===== src/rtl/sprite_fetch_ctrl.sv =====
`default_nettype none
// ============================================================================
//  Module   : sprite_fetch_ctrl
//  Purpose  : Per-scanline sprite pattern fetch sequencer. Walks the 8 temp
//             sprite RAM slots, builds pattern addresses (vflip / 8x16),
//             fetches both bitplanes over a req/ack port, applies hflip and
//             shift-loads one 27-bit record per slot into the sprite shifters.
//  Revision : 1.0 - initial release
// ============================================================================
module sprite_fetch_ctrl #(
    parameter int START_CYCLE    = 256,
    parameter int DEADLINE_CYCLE = 320
) (
    input  logic        clk,
    input  logic        i_rst_n,
    input  logic        i_rendering,
    input  logic [8:0]  i_cycle,
    input  logic        i_obj_size,
    input  logic        i_spr_table,
    output logic [4:0]  o_tmp_addr,
    input  logic [7:0]  i_tmp_data,
    output logic        o_vram_req,
    output logic [12:0] o_vram_addr,
    input  logic        i_vram_ack,
    input  logic [7:0]  i_vram_data,
    output logic [3:0]  o_load,
    output logic [26:0] o_load_data,
    output logic        o_busy,
    output logic        o_overrun,
    output logic        o_done
);

    localparam logic [8:0] c_START    = 9'(START_CYCLE);
    localparam logic [8:0] c_DEADLINE = 9'(DEADLINE_CYCLE);

    typedef enum logic [3:0] {
        S_IDLE     = 4'd0,
        S_RD_Y     = 4'd1,
        S_RD_TILE  = 4'd2,
        S_RD_ATTR  = 4'd3,
        S_RD_X     = 4'd4,
        S_FETCH_LO = 4'd5,
        S_GAP_LO   = 4'd6,
        S_FETCH_HI = 4'd7,
        S_GAP_HI   = 4'd8,
        S_LOAD     = 4'd9,
        S_DONE     = 4'd10
    } state_t;

    state_t      r_state;
    state_t      w_next;
    logic [2:0]  r_slot;
    logic [7:0]  r_ydiff;
    logic [7:0]  r_tile;
    logic [7:0]  r_attr;
    logic [7:0]  r_x;
    logic [7:0]  r_pix_lo;
    logic [7:0]  r_pix_hi;
    logic        r_overrun;

    logic        w_busy;
    logic        w_start;
    logic        w_empty;
    logic        w_plane;
    logic [3:0]  w_row;
    logic [12:0] w_pat_addr;
    logic [7:0]  w_lo_px;
    logic [7:0]  w_hi_px;

    assign w_busy  = (r_state != S_IDLE) && (r_state != S_DONE);
    assign w_start = (r_state == S_IDLE) && i_rendering && (i_cycle == c_START);
    assign w_empty = (r_ydiff == 8'hFF);

    // State register; reset drops any request or load strobe at once.
    always_ff @(posedge clk or negedge i_rst_n) begin
        if (!i_rst_n) begin
            r_state <= S_IDLE;
        end else begin
            r_state <= w_next;
        end
    end

    // Next-state logic; losing i_rendering while busy aborts to IDLE.
    always_comb begin
        w_next = r_state;
        case (r_state)
            S_IDLE:     if (w_start) w_next = S_RD_Y;
            S_RD_Y:     w_next = S_RD_TILE;
            S_RD_TILE:  w_next = S_RD_ATTR;
            S_RD_ATTR:  w_next = S_RD_X;
            S_RD_X:     w_next = w_empty ? S_LOAD : S_FETCH_LO;
            S_FETCH_LO: if (i_vram_ack) w_next = S_GAP_LO;
            S_GAP_LO:   w_next = S_FETCH_HI;
            S_FETCH_HI: if (i_vram_ack) w_next = S_GAP_HI;
            S_GAP_HI:   w_next = S_LOAD;
            S_LOAD:     w_next = (r_slot == 3'd7) ? S_DONE : S_RD_Y;
            S_DONE:     w_next = S_IDLE;
            default:    w_next = S_IDLE;
        endcase
        if (w_busy && !i_rendering) begin
            w_next = S_IDLE;
        end
    end

    // Slot counter and per-slot capture of temp RAM fields and pattern bytes.
    always_ff @(posedge clk or negedge i_rst_n) begin
        if (!i_rst_n) begin
            r_slot   <= 3'd0;
            r_ydiff  <= 8'd0;
            r_tile   <= 8'd0;
            r_attr   <= 8'd0;
            r_x      <= 8'd0;
            r_pix_lo <= 8'd0;
            r_pix_hi <= 8'd0;
        end else begin
            case (r_state)
                S_IDLE:     if (w_start) r_slot <= 3'd0;
                S_RD_Y:     r_ydiff <= i_tmp_data;
                S_RD_TILE:  r_tile  <= i_tmp_data;
                S_RD_ATTR:  r_attr  <= i_tmp_data;
                S_RD_X:     r_x     <= i_tmp_data;
                S_FETCH_LO: if (i_vram_ack) r_pix_lo <= i_vram_data;
                S_FETCH_HI: if (i_vram_ack) r_pix_hi <= i_vram_data;
                S_LOAD:     r_slot <= r_slot + 3'd1;
                default:    ;
            endcase
        end
    end

    // Sticky deadline flag, cleared when a new sequence starts.
    always_ff @(posedge clk or negedge i_rst_n) begin
        if (!i_rst_n) begin
            r_overrun <= 1'b0;
        end else if (w_start) begin
            r_overrun <= 1'b0;
        end else if (w_busy && (i_cycle == c_DEADLINE)) begin
            r_overrun <= 1'b1;
        end
    end

    // Pattern row (with vertical flip) and address for the current plane.
    always_comb begin
        w_row = r_ydiff[3:0];
        if (r_attr[7]) begin
            w_row = i_obj_size ? (4'd15 - r_ydiff[3:0]) : (4'd7 - r_ydiff[3:0]);
        end
        w_plane = (r_state == S_FETCH_HI);
        if (i_obj_size) begin
            w_pat_addr = {r_tile[0], r_tile[7:1], w_row[3], w_plane, w_row[2:0]};
        end else begin
            w_pat_addr = {i_spr_table, r_tile, w_plane, w_row[2:0]};
        end
    end

    // Shifter emits bit 0 first, so un-flipped sprites are bit-reversed.
    always_comb begin
        w_lo_px = 8'd0;
        w_hi_px = 8'd0;
        for (int i = 0; i < 8; i++) begin
            w_lo_px[i] = r_attr[6] ? r_pix_lo[i] : r_pix_lo[7-i];
            w_hi_px[i] = r_attr[6] ? r_pix_hi[i] : r_pix_hi[7-i];
        end
    end

    // Moore outputs decoded from the current state.
    always_comb begin
        o_tmp_addr  = 5'd0;
        o_vram_req  = 1'b0;
        o_vram_addr = 13'd0;
        o_load      = 4'd0;
        o_load_data = 27'd0;
        o_done      = 1'b0;
        case (r_state)
            S_RD_Y:     o_tmp_addr = {r_slot, 2'd0};
            S_RD_TILE:  o_tmp_addr = {r_slot, 2'd1};
            S_RD_ATTR:  o_tmp_addr = {r_slot, 2'd2};
            S_RD_X:     o_tmp_addr = {r_slot, 2'd3};
            S_FETCH_LO,
            S_FETCH_HI: begin
                o_vram_req  = 1'b1;
                o_vram_addr = w_pat_addr;
            end
            S_LOAD: begin
                o_load = 4'b1111;
                if (!w_empty) begin
                    o_load_data = {w_lo_px, w_hi_px, r_x, r_attr[1:0], r_attr[5]};
                end
            end
            S_DONE:     o_done = 1'b1;
            default:    ;
        endcase
    end

    assign o_busy    = w_busy;
    assign o_overrun = r_overrun;

endmodule
`default_nettype wire


===== config.mk =====
export PLATFORM = sky130hd
export DESIGN_NAME = sprite_fetch_ctrl
export DESIGN_NICKNAME = d
export VERILOG_FILES = /design/src/rtl/sprite_fetch_ctrl.sv
export SDC_FILE = /design/constraint.sdc
export NUM_CORES = 1
export LEC_CHECK = 0
export BUFFER_PORTS_ARGS = -buffer_cell sky130_fd_sc_hd__buf_2
export CAP_MARGIN = 20
export CORE_MARGIN = 2
export CORE_UTILIZATION = 55
export DETAILED_ROUTE_END_ITERATION = 10
export PLACE_DENSITY = 0.84
export SLEW_MARGIN = 20
export SYNTH_ARGS = -nofsm -noshare
export SYNTH_HDL_FRONTEND = slang
export SYNTH_SLANG_ARGS = --single-unit

===== constraint.sdc =====
create_clock -name clk -period 5.2 [get_ports clk]
set_clock_uncertainty 0.15 [all_clocks]
set_input_delay 0.26 -clock clk [delete_from_list [all_inputs] [get_ports clk]]
set_output_delay 0.26 -clock clk [all_outputs]
set_load 0.03 [all_outputs]

==> results.cfg, run 1 <==
[route]
detail_route.wirelength_um = 6132
num_vias = 2164
drc_errors = 0
routedWlPerCell_um = 15.37
drt_first_iter_violations = 109
detail_route.vias_per_cell = 5.424
detail_route.first_pass.iterations = 4
detail-route-antenna-nets = 0

[status]
outcome = complete, no violations

[synth]
post_synthesis_share_of_cell_area_spent_on_and_or_nand_and_nor_gates_pct = 18.14
yosys_top_cell_by_area = sky130_fd_sc_hd__dfrtp_1
synth-seq-cells = 53
ys_dominant_reg_cell = sky130_fd_sc_hd__dfrtp_1
synth-xor-area-share_pct = 2.127
synth_area_mm2 = 0.002883
synth-compound-area-share_pct = 4.731
postSynth.asyncResetShare_pct = 100.0
synth.mux.area_fraction_pct = 23.48
synthesis.nets = 286
synthesis.area_per_instance_um2 = 11.39
post_synth_inst_count = 253
ys_types = 39
synth_adder_area_share_pct = 0.8681
synth.top_cells.by_area = sky130_fd_sc_hd__dfrtp_1, sky130_fd_sc_hd__mux2_2, sky130_fd_sc_hd__mux2i_1
synth_top_family_by_area = multiplexers
seq_area_frac_synth_pct = 46.01
yosys_warn_count = 0
synth_top_cells_by_count = sky130_fd_sc_hd__dfrtp_1, sky130_fd_sc_hd__mux2_2, sky130_fd_sc_hd__nor2_1
yosys.cell_count.top_type = sky130_fd_sc_hd__dfrtp_1
synth_edf_count = 0
synth.top_cell.area_share_pct = 46.01

[global_routing]
groute.layer.met3.usage_pct = 4.976
grt-busiest-layer = met2
antenna_violations_before_repair = 0
gr-usage-all-layers_pct = 21.42
gr-total-overflow = 0
globalRouteMet2Util_pct = 35.04
grt_pass1_vias = 2049
grt_max_degree = 54
wire_length_of_the_first_global_routing_pass_um = 9936
globalRouteMet1Util_pct = 29.29

[floorplan]
floorplan.rows = 26
die_y_um = 76.40
fp.coreArea_mm2 = 0.005075
die_w_um = 76.40
die_footprint_mm2 = 0.005836
ios = 84
initial_core_util_pct = 56.80

[timing]
setup_total_negative_slack_ns = 0
fin_crit_sh_pct = 56.29
rsz0062_at_grt = false
timing.final.crit_period_ns = 2.927
timing_hold_violations_final = 0
setup_viol = 0
maxSlewViolCount = 0
max_freq_mhz = 341.6
maxSlewHeadroom_pct = 44.73
slew_at_the_pin_closest_to_its_max_slew_limit_ns = 0.8291

[clock_network]
ctsHtreeMaxLevel = 2
tritoncts_clock_tree = built
clockBufferDepth = 2
clockRootBuffer = sky130_fd_sc_hd__clkbuf_8
worstSkewPairLatency_ns = 0.32
tritoncts_num_sinks = 53
cts_inserted_buffers = 5
worst_setup_hold_path_clk_slew_ns = 0.10
cts.repair_timing.setup_buffer_count = 0

[final_layout]
fin_nets = 361
layout-drive-gt1-share_pct = 46.20
final.fill_count = 412
antenna_cells_inserted = 0
multiInputGateArea_mm2 = 0.001423
final-seq-area_mm2 = 0.001326
final_cell_count_no_fill = 399
area_growth_syn_to_layout_pct = 17.36

[critical_path]
cp-start-kind = register
worst-setup-path-type = reg2out
critPathMaxFanout = 20
setup.worst_path.end_class = primary output
crit_path_dat_ns = 2.52
timing.critical_path.required_ns = 4.79

[power_and_ir_drop]
ir_worst_vdd_uv = 282.2
power_per_cell_area_mw_per_mm2 = 544.7
static-leakage-power_nw = 1.701

[placed_design]
dp.final_hpwl_um = 4453
gp_congestion = 0.7776
place_inst = 390
placement.io_buffers = 83

[run]
cap_violations = 0

[min_path]
min-delay-path-class = in2reg
[report_power, final]
group | leakage [nW] | switching [mW] | total (mW) | internal (mW)
clock | 0.0423 | 0.145 | 0.243 | 0.0981
combinational | 1.02 | 0.390 | 0.790 | 0.399
sequential | 0.642 | 0.204 | 0.810 | 0.605
total | 1.70 | 0.740 | 1.84 | 1.10
[logic make-up after synthesis]
group | after synthesis
simple gates | 86
mux | 62
flops | 53
buf+inv | 22
compound gates | 21
xor+xnor | 7
fa+ha+maj | 2
[what timing repair did]
item | CTS | global route
setup endpoints to repair | 0 | 0
hold buffers | 1 | 0
hold endpoints to repair | 53 | 0
resized for setup | 0 | 0
[critical path, stage by stage, from the launching register on]
cell and delay [ns]:
sky130_fd_sc_hd__dfrtp_1 0.73, sky130_fd_sc_hd__nor2b_1 0.37, sky130_fd_sc_hd__nand3_2 0.16, sky130_fd_sc_hd__inv_2 0.29
sky130_fd_sc_hd__nand2_2 0.26, sky130_fd_sc_hd__nor2_1 0.17, sky130_fd_sc_hd__buf_2 0.21
[registers in the layout (all words and copies together), names as in the netlist]
register	count
r_pix_hi	8
r_pix_lo	8
r_tile	8
r_x	8
r_ydiff	8
r_attr	5
r_state	4
r_slot	3
o_overrun	1
[placed cells by master (no fill, tap or decap), types with 2 or more instances in the layout]
master and instances:
sky130_fd_sc_hd__buf_2 83, sky130_fd_sc_hd__dfrtp_1 53, sky130_fd_sc_hd__mux2_2 45, sky130_fd_sc_hd__nor2_1 27, sky130_fd_sc_hd__and3_1 18, sky130_fd_sc_hd__mux2i_1 17, sky130_fd_sc_hd__xnor2_1 7, sky130_fd_sc_hd__and2_1 6
sky130_fd_sc_hd__a21oi_1 5, sky130_fd_sc_hd__clkbuf_8 5, sky130_fd_sc_hd__nand2_1 4, sky130_fd_sc_hd__nand2b_1 4, sky130_fd_sc_hd__nand4_1 4, sky130_fd_sc_hd__nand3_1 4, sky130_fd_sc_hd__o21ai_0 4, sky130_fd_sc_hd__nor2b_1 3
sky130_fd_sc_hd__inv_1 3, sky130_fd_sc_hd__a211oi_1 3, sky130_fd_sc_hd__nor3_4 3, sky130_fd_sc_hd__or2_2 3, sky130_fd_sc_hd__a22o_1 3, sky130_fd_sc_hd__inv_2 2, sky130_fd_sc_hd__nand3_2 2, sky130_fd_sc_hd__nand2_2 2
sky130_fd_sc_hd__a31oi_1 2, sky130_fd_sc_hd__ha_1 2, sky130_fd_sc_hd__clkinvlp_4 2
[worst paths after layout]
path	end	depth (start not counted)	slack, ns	startpoint
max	o_load_data[22]	6	2.27	r_state[0]
min	o_overrun	3	0.03	i_cycle[6]
max reg2reg	r_x[6]	3	2.77	r_state[2]
min reg2reg	r_x[5]	1	0.36	r_x[5]
max in group asynchronous	r_x[2]	3	4.03	i_rst_n
min in group asynchronous	r_pix_lo[2]	3	0.44	i_rst_n
[metal layers]
layer | share of wire (%) | vias up
met3 | 6.3 | 6
met2 | 48 | 72
met1 | 45 | 1046
li1 | - | 1040
met4 | 0.90 | 0
met5 | 0 | -
[per-stage QoR]
step / worst slack, ns / instance area, um2 / power (mW) / hold WS, ns / utilization (%)
after floorplan: 3.131 / 2883 / 1.440 / -0.1856 / -
after CTS: 2.269 / 3383 / 1.851 / 0.02127 / 66.67
after detailed placement: 2.629 / 3278 / 1.606 / 0.2695 / 64.60
after global placement: 2.703 / 3278 / 1.567 / 0.2617 / 64.60
final: 2.273 / 3383 / 1.843 / 0.02652 / 66.67
after global routing: 2.013 / 3383 / 1.956 / 0.02632 / 66.67
[cell type report]
class	instances	area share [%]
clock buffer	5	2.034
tap	70	2.589
inverter	5	0.5547
timing repair buffer	85	12.80
clock inverter	3	0.7766
multi-input combinational	178	42.05
sequential	53	39.20
Power figures use the tool's default switching activity.
==> run 2, diff against run 1 <==
Settings changed: CORE_UTILIZATION 55 to 52, PLACE_DENSITY 0.84 to 0.8.
Clock period 5.2 ns to 2.9 ns, I/O delays scaled along.
==> results.cfg, run 2 (synthesis results as in run 1) <==
[timing]
fin_hold_ws_ns = 0.04898
setup_viol = 0
fin_crit_sh_pct = 87.51
max_freq_mhz = 394.0
setup_total_negative_slack_ns = 0
slew_at_the_pin_closest_to_its_max_slew_limit_ns = 0.8213
rsz0062_at_grt = false
maxSlewViolCount = 0
maxSlewHeadroom_pct = 45.24
timing_hold_violations_final = 0
timing.final.crit_period_ns = 2.538

[critical_path]
setup.worst_path.end_class = primary output
timing.rr.start = r_state[2]
critical_path_buffers_and_inverters = 2
cp_top_family = simple AND/OR/NAND/NOR gates
timing.critical_path.required_ns = 2.61
worstReg2RegEnd = r_x[3]
critPathMaxFanout = 18
r2r_setup_slack_ns = 0.83
worst-setup-path-type = reg2out
crit_path_dat_ns = 2.24
cpPeakStageDelay_ns = 0.52
path_cells = nor2b_1 > nand3_2 > inv_2 > nand2_2 > nor2_1 > buf_2
worst-r2r-cell-count = 3
worst_path_max_delay_cell = sky130_fd_sc_hd__dfrtp_1
cp-start-kind = register

[route]
detail-route-antenna-nets = 0
num_vias = 2285
drt_first_iter_violations = 85
detail_route.first_pass.iterations = 4
detail_route.vias_per_cell = 5.402
detail_route.wirelength_um = 6659
drc_errors = 0
routedWlPerCell_um = 15.74

[floorplan]
ios = 84
fp.coreArea_mm2 = 0.005439
die_y_um = 78.46
floorplan.rows = 27
die_footprint_mm2 = 0.006155
die_w_um = 78.46
initial_core_util_pct = 53.00

[min_path]
whs_endpoint = r_state[0]
min-delay-path-class = in2reg
timing.hold.worst_path_depth = 3
hold_path.startpoint = i_rendering

[placed_design]
dp.final_hpwl_um = 4626
placement.io_buffers = 83
gp_congestion = 0.8575

[global_routing]
grt_max_degree = 31
gr-total-overflow = 0
grt_pass1_vias = 2335
wire_length_of_the_first_global_routing_pass_um = 10940
gr-usage-all-layers_pct = 22.72
antenna_violations_before_repair = 0

[clock_network]
worst_setup_hold_path_clk_slew_ns = 0.09
ctsResizeCount = 0
clockRootBuffer = sky130_fd_sc_hd__clkbuf_8
tritoncts_num_sinks = 53
worstSkewPairLatency_ns = 0.31
clockBufferDepth = 2
cts_inserted_buffers = 5
ctsHtreeMaxLevel = 2
cts.repair_timing.setup_buffer_count = 0
tritoncts_clock_tree = built

[final_layout]
area_growth_syn_to_layout_pct = 25.61
mostFrequentLayoutCells = sky130_fd_sc_hd__buf_2, sky130_fd_sc_hd__dfrtp_1, sky130_fd_sc_hd__mux2_2
antenna_cells_inserted = 0
final_common_cell = sky130_fd_sc_hd__buf_2
fin_nets = 383
layout-drive-gt1-share_pct = 44.44

[power_and_ir_drop]
static-leakage-power_nw = 1.811
power_per_cell_area_mw_per_mm2 = 953.4
ir_worst_vdd_uv = 566.6

[status]
outcome = complete, no violations

[run]
cap_violations = 0
-- run 2: worst register-to-register path: stages, from the launching register on --
cell and delay [ns]:
sky130_fd_sc_hd__dfrtp_1 0.69, sky130_fd_sc_hd__nor2b_1 0.22, sky130_fd_sc_hd__and2_1 0.50, sky130_fd_sc_hd__mux2_2 0.40
-- run 2: power by group --
group	internal [mW]	leakage, nW	switching (mW)
logic	0.752	1.11	0.760
registers	1.09	0.642	0.329
clock network	0.281	0.0574	0.244
-- run 2: per-layer routing --
layer	up-vias	track usage, %	part of all wire, %
met4	0	8.070	1.7
met2	65	38.79	49
met5	-	0	0
met3	14	4.483	4.4
li1	1084	-	-
met1	1122	28.81	45
-- run 2: cell type report --
cell class / instances / area, um2
Sequential cell: 53 / 1326
Clock inverter: 2 / 37.54
Tap cell: 72 / 90.09
Fill cell: 431 / 1818
Inverter: 5 / 18.77
Timing Repair Buffer: 107 / 643.1
Multi-Input combinational cell: 178 / 1423
Clock buffer: 6 / 82.58
-- run 2: what timing repair did --
item / CTS / global route
endpoints found under the setup margin: 0 / 0
endpoints found under the hold margin: 75 / 0
hold buffers: 19 / 0
-- run 2: per-stage QoR --
step | utilization [%] | total power [mW] | cell area [um2] | cells | setup slack, ns
after floorplan | - | 2.581 | 2883 | 253 | 0.9459
after global placement | 60.87 | 2.852 | 3311 | 396 | 0.8579
after detailed placement | 60.87 | 2.926 | 3311 | 396 | 0.7965
after CTS | 66.57 | 3.470 | 3621 | 423 | 0.4017
after global routing | 66.57 | 3.684 | 3621 | 423 | 0.2050
final | 66.57 | 3.452 | 3621 | 423 | 0.3622
-- run 2: worst max path at each step --
stage | slack [ns] | depth (start not counted) | start | endpoint
after floorplan | 0.95 | 5 | r_state[2] | o_vram_addr[4]
after global placement | 0.86 | 6 | r_state[1] | o_load_data[26]
after detailed placement | 0.80 | 6 | r_state[1] | o_load_data[13]
after CTS | 0.40 | 6 | r_state[1] | o_load_data[13]
after global routing | 0.21 | 6 | r_state[1] | o_load_data[13]
final | 0.36 | 6 | r_state[1] | o_load_data[13]
